**config.mk**
```make
export PLATFORM = sky130hd
export DESIGN_NAME = mux_4_1_arbiter_flat
export DESIGN_NICKNAME = d
export VERILOG_FILES = /design/src/rtl/mux_4_1_arbiter_pkg.sv /design/src/rtl/mux_4_1_arbiter_if.sv /design/src/rtl/mux_4_1_arbiter_rr_pick4.sv /design/src/rtl/mux_4_1_arbiter.sv /design/src/flat_wrapper.sv
export SDC_FILE = /design/constraint.sdc
export NUM_CORES = 1
export LEC_CHECK = 0
export BUFFER_PORTS_ARGS = -buffer_cell sky130_fd_sc_hd__clkbuf_2
export CORE_ASPECT_RATIO = 1.25
export CORE_MARGIN = 3
export CORE_UTILIZATION = 35
export DETAILED_ROUTE_END_ITERATION = 10
export GPL_TIMING_DRIVEN = 0
export PLACE_DENSITY_LB_ADDON = 0.15
export SYNTH_ARGS = -nofsm -noshare
export SYNTH_HDL_FRONTEND = slang
export SYNTH_SLANG_ARGS = --single-unit
```
**constraint.sdc**
```tcl
create_clock -name clk -period 1.4 [get_ports clk]
set_input_delay 0.21 -clock clk [delete_from_list [all_inputs] [get_ports clk]]
set_output_delay 0.21 -clock clk [all_outputs]
set_load 0.005 [all_outputs]
```
**src/rtl/mux_4_1_arbiter_pkg.sv**
```systemverilog
// mux_arb_pkg: shared constants and FSM encoding for the 4:1 mux arbiter.
package mux_arb_pkg;
    localparam int IDX_W = 2;
    localparam int N_REQ = 4;
    localparam logic [1:0] IDLE  = 2'd0;
    localparam logic [1:0] GRANT = 2'd1;
    localparam logic [1:0] GAP   = 2'd2;
endpackage

```
**src/rtl/mux_4_1_arbiter_if.sv**
```systemverilog
// mux_4_1_arbiter_if: requester lines plus grant and mux-select outputs.
interface mux_4_1_arbiter_if;
    import mux_arb_pkg::*;
    logic [N_REQ-1:0] req;
    logic [N_REQ-1:0] gnt;
    logic s0;
    logic s1;
    logic valid;
    logic [IDX_W-1:0] owner;
    modport master(output req, input gnt, s0, s1, valid, owner);
    modport slave(input req, output gnt, s0, s1, valid, owner);
endinterface

```
**src/rtl/mux_4_1_arbiter_rr_pick4.sv**
```systemverilog
// rr_pick4: first asserted request after index last, wrapping 3 to 0.
module rr_pick4
    import mux_arb_pkg::*;
(
    input  logic [N_REQ-1:0] req,
    input  logic [IDX_W-1:0] last,
    output logic [IDX_W-1:0] pick,
    output logic             any
);
    // Scan farthest offset first so the nearest requester after last wins.
    always_comb begin
        pick = last;
        for (int i = N_REQ; i >= 1; i--)
            if (req[last + IDX_W'(i)]) pick = last + IDX_W'(i);
    end
    assign any = |req;
endmodule

```
**src/rtl/mux_4_1_arbiter.sv**
```systemverilog
// mux_4_1_arbiter: round-robin owner of the shared 4:1 mux with break-before-make gap and hold timeout.
module mux_4_1_arbiter
    import mux_arb_pkg::*;
#(
    parameter int MAX_HOLD = 8,
    parameter int HOLD_W   = 8
) (
    input logic               clk,
    input logic               rst,
    mux_4_1_arbiter_if.slave  bus
);
    logic [1:0]       state, state_n;
    logic [N_REQ-1:0] gnt, gnt_n;
    logic [IDX_W-1:0] sel, sel_n, last, last_n, pick;
    logic [HOLD_W-1:0] cnt, cnt_n;
    logic any, arb, rel;
    rr_pick4 u_pick (.req(bus.req), .last(last), .pick(pick), .any(any));
    // sel and last only move at an arbitration point, so select is stable while valid.
    always_comb begin
        arb     = (state == IDLE || state == GAP) && any;
        rel     = state == GRANT && (!bus.req[sel] || cnt == HOLD_W'(MAX_HOLD - 1));
        state_n = arb ? GRANT : rel ? GAP : state == GAP ? IDLE : state;
        gnt_n   = arb ? N_REQ'(1) << pick : rel ? '0 : gnt;
        sel_n   = arb ? pick : sel;
        last_n  = arb ? pick : last;
        cnt_n   = arb ? '0 : state == GRANT ? cnt + 1'b1 : cnt;
    end
    always_ff @(posedge clk or posedge rst) begin
        if (rst) begin
            state <= IDLE;
            gnt   <= '0;
            sel   <= '0;
            last  <= IDX_W'(N_REQ - 1);
            cnt   <= '0;
        end else begin
            state <= state_n;
            gnt   <= gnt_n;
            sel   <= sel_n;
            last  <= last_n;
            cnt   <= cnt_n;
        end
    end
    assign bus.gnt   = gnt;
    assign bus.valid = |gnt;
    assign bus.owner = sel;
    assign bus.s1    = sel[1];
    assign bus.s0    = sel[0];
endmodule

```
**src/flat_wrapper.sv**
```systemverilog
// flat-port wrapper written by rule: the top's interface ports become plain ports
module mux_4_1_arbiter_flat import mux_arb_pkg::*;
#(
    parameter int MAX_HOLD = 8,
    parameter int HOLD_W   = 8
)
  (clk, rst, bus_req, bus_gnt, bus_s0, bus_s1, bus_valid, bus_owner);
  mux_4_1_arbiter_if bus_i ();
  input logic clk;
  input logic rst;
  input wire logic [$bits(bus_i.req)-1:0] bus_req;
  output wire logic [$bits(bus_i.gnt)-1:0] bus_gnt;
  output wire logic [$bits(bus_i.s0)-1:0] bus_s0;
  output wire logic [$bits(bus_i.s1)-1:0] bus_s1;
  output wire logic [$bits(bus_i.valid)-1:0] bus_valid;
  output wire logic [$bits(bus_i.owner)-1:0] bus_owner;
  assign bus_i.req = bus_req;
  assign bus_gnt = bus_i.gnt;
  assign bus_s0 = bus_i.s0;
  assign bus_s1 = bus_i.s1;
  assign bus_valid = bus_i.valid;
  assign bus_owner = bus_i.owner;
  mux_4_1_arbiter #(.MAX_HOLD(MAX_HOLD), .HOLD_W(HOLD_W)) u_core (.clk(clk), .rst(rst), .bus(bus_i));
endmodule
```
==> flow_summary.ini <==
[sta]
slew_headroom = 0.552
maxSlewViolCount = 0
tns_ns = -0.573
rsz0062_at_grt = true
holdWs_ns = -0.0186
setup_slack_ns = -0.121
setup_viol = 5
period_share = 1.09
hold_violations = 16
finalClockSkew_ns = 0.00753
fmax_mhz = 657
period_needed_ns = 1.52
worst_pin_slew_ns = 0.671

[worst_setup_path]
crit_chain = ha_4 > and4bb_2 > o2bb2ai_2 > a211oi_4 > a22o_1
cpPeakStageDelay_ns = 0.43
cp_data_required_time_ns = 1.63
cp.arrival_ns = 1.75
slowest_stage = dfrtp_1
crit_type = flip-flop to flip-flop
end_kind = flip-flop
startpoint_type = flip-flop
path_max_fanout = 4

[yosys]
synth.area.top_cells = dfrtp_1, dfstp_2, xor2_1
syn-cell-area_sq_um = 1000
synth_warnings = 0
yosys.area.top_type = dfrtp_1
synth_area_per_cell_sq_um = 10.9
ys_ff_latch = 18
synth_top_area_frac = 0.400
synth.distinct_cells = 39
synth_seq_area_share = 0.452
synth_fp_nets = 99
syn_inst = 92

[routing]
totalWireLength_um = 2100
num_vias = 770
ant_nets = 0
wl_met2_um = 1090
met3WireLength_um = 68
routed.top_layer = met4
wl_per_cell_um = 14.0
wl_met1_um = 908
drtPass1Iterations = 3
drt_iter0_drc = 16
drc = 0
via_per_inst = 5.13

[cells_and_area]
fill_cells = 261
area_growth_pct = 22.1
nets = 124
drive_gt1_frac = 0.362
register_area_sq_um = 453
antenna_cells = 0
multi_input_area_sq_um = 534

[run_status]
status = complete, but fails checks
violations = negative hold slack, negative setup slack

[min_path]
hp-class = input pin to asynchronous set/reset pin

[global_route]
grt_max_degree = 19
first_global_vias = 762
grt_pass1_wl_um = 3520
track_usage = 0.135
gr-total-overflow = 0
antenna_found_initial = 0

[power_and_ir_drop]
p_per_area_nw_per_um2 = 1950
power.total_w = 0.00239
vdd_drop_max_mv = 0.750
p_leak_nw = 0.583

[cts]
clock_latency_ns = 0.29
cts_inserted_buffers = 3
cts_buffer_depth = 2
ctsHoldBuffers = 0
cts_tree = yes
cts.sinks = 18
path_clk_slew_ns = 0.10
h-tree-depth = 1
cts-root-buf = clkbuf_4

[floorplanning]
io_pins = 15
core.rowCount = 21
initial_core_util = 0.370
die_w_um = 53.8
dieArea_sq_um = 3540
core_area_sq_um = 2710
die_h_um = 65.8

[placement]
dp_hpwl_um = 1540
place_congestion = 0.785
io_buffer_count = 14

[run]
maxCapViolations = 0
[flip-flops by register name, summed over array words and instances (netlist names)]
signal and cells:
u_core.bus.gnt 4, u_core.state 2, u_core.last 2, u_core.bus.owner 2, u_core.cnt 8
[cells by family after synthesis]
family,Yosys count,share of synthesized area
DFF,18,0.452
and+or+nand+nor,36,0.207
muxes,3,0.0475
AOI/OAI and AO/OA,22,0.186
xor gates and xnor gates,6,0.0525
adders and majority gates,1,0.0125
buffers and inverters,6,0.0413
[worst max-delay path: cells and delay by family, from the launching register on]
family / cells / cell delay [ns]
compound gates: 3 / 0.61
fa+ha+maj: 1 / 0.17
flops: 1 / 0.43
simple gates: 1 / 0.25
[power breakdown]
part	switching (W)	internal, W	total, W	leakage, nW
Clock	0.000156	0.000158	0.000314	0.0210
Sequential	0.000210	0.000705	0.000915	0.229
Combinational	0.000540	0.000616	0.00116	0.332
[what timing repair did]
item                                    in CTS  in global routing
buffers inserted                             5                  1
resized for setup                            1                  2
pin swaps                                    3                  2
endpoints found under the setup margin       5                  8
cloned                                       0                  0
[layer usage]
metal	global-route usage	vias up
met5	0	-
met4	0.0575	0
met3	0.0135	4
met2	0.232	13
met1	0.167	372
li1	-	381
[final timing paths]
kind                                 from  slack, ns  cells after the start                  end
max                         u_core.cnt[1]      -0.12                      5    u_core.bus.gnt[2]
min                                   rst      -0.02                      2        u_core.cnt[3]
max reg2reg                 u_core.cnt[1]      -0.12                      5    u_core.bus.gnt[2]
min reg2reg                u_core.last[0]       0.53                      2       u_core.last[0]
max in group asynchronous             rst       0.99                      2  u_core.bus.owner[0]
min in group clk               bus_req[1]       0.50                      4    u_core.bus.gnt[0]
[per-stage QoR]
| step | worst slack [ns] | utilization | std cells | hold WS [ns] | cell area, sq um |
|---|---|---|---|---|---|
| finish | -0.121 | 0.452 | 150 | -0.0186 | 1220 |
| global route | -0.183 | 0.452 | 150 | 0.0578 | 1220 |
| CTS | -0.139 | 0.443 | 149 | 0.00203 | 1200 |
| detailed placement | -0.133 | 0.412 | 140 | 0.337 | 1120 |
| global placement | -0.121 | 0.412 | 140 | 0.334 | 1120 |
| floorplan | -0.00933 | - | 92 | 0.147 | 1000 |
[layout by cell type (no fill, tap or decap), types with 3 or more instances in the layout]
cell type,netlist,routed
xor2_1,6,6
clkbuf_2,0,14
a21oi_1,4,4
clkbuf_4,0,3
nor2_1,11,11
nand4_1,4,4
nand2_1,6,6
nand2b_1,3,3
buf_4,3,9
dfrtp_1,16,16
[synth_stat cells (all sizes together)]
library cell and number:
mux2i 1, buf 4, nor4 1, ha 1, a211oi 1, a21o 2, nor2b 1, a21oi 4
xor2 6, dfrtp 16, a221oi 1, nor3 1, and4bb 1, o21ai 4, mux2 1, a22o 2
or2 1, nor2 12, inv 2, nand2 6, nand2b 3, nand4 4, or2b 1, dfstp 2
and3 3, o21a 2, a221o 1, or4 1, a32o 2, o211a 1, nand3 1, o2bb2ai 1
o211ai 1, mux4 1
[layout make-up]
type,instances,share of cell area
Clock buffer,4,0.0297
Timing Repair Buffer,20,0.0942
Buffer,4,0.0276
Multi-Input combinational cell,68,0.437
Sequential cell,18,0.371
Inverter,2,0.00614
Tap cell,34,0.0348
Note: power is estimated with default switching activity, not from simulation.
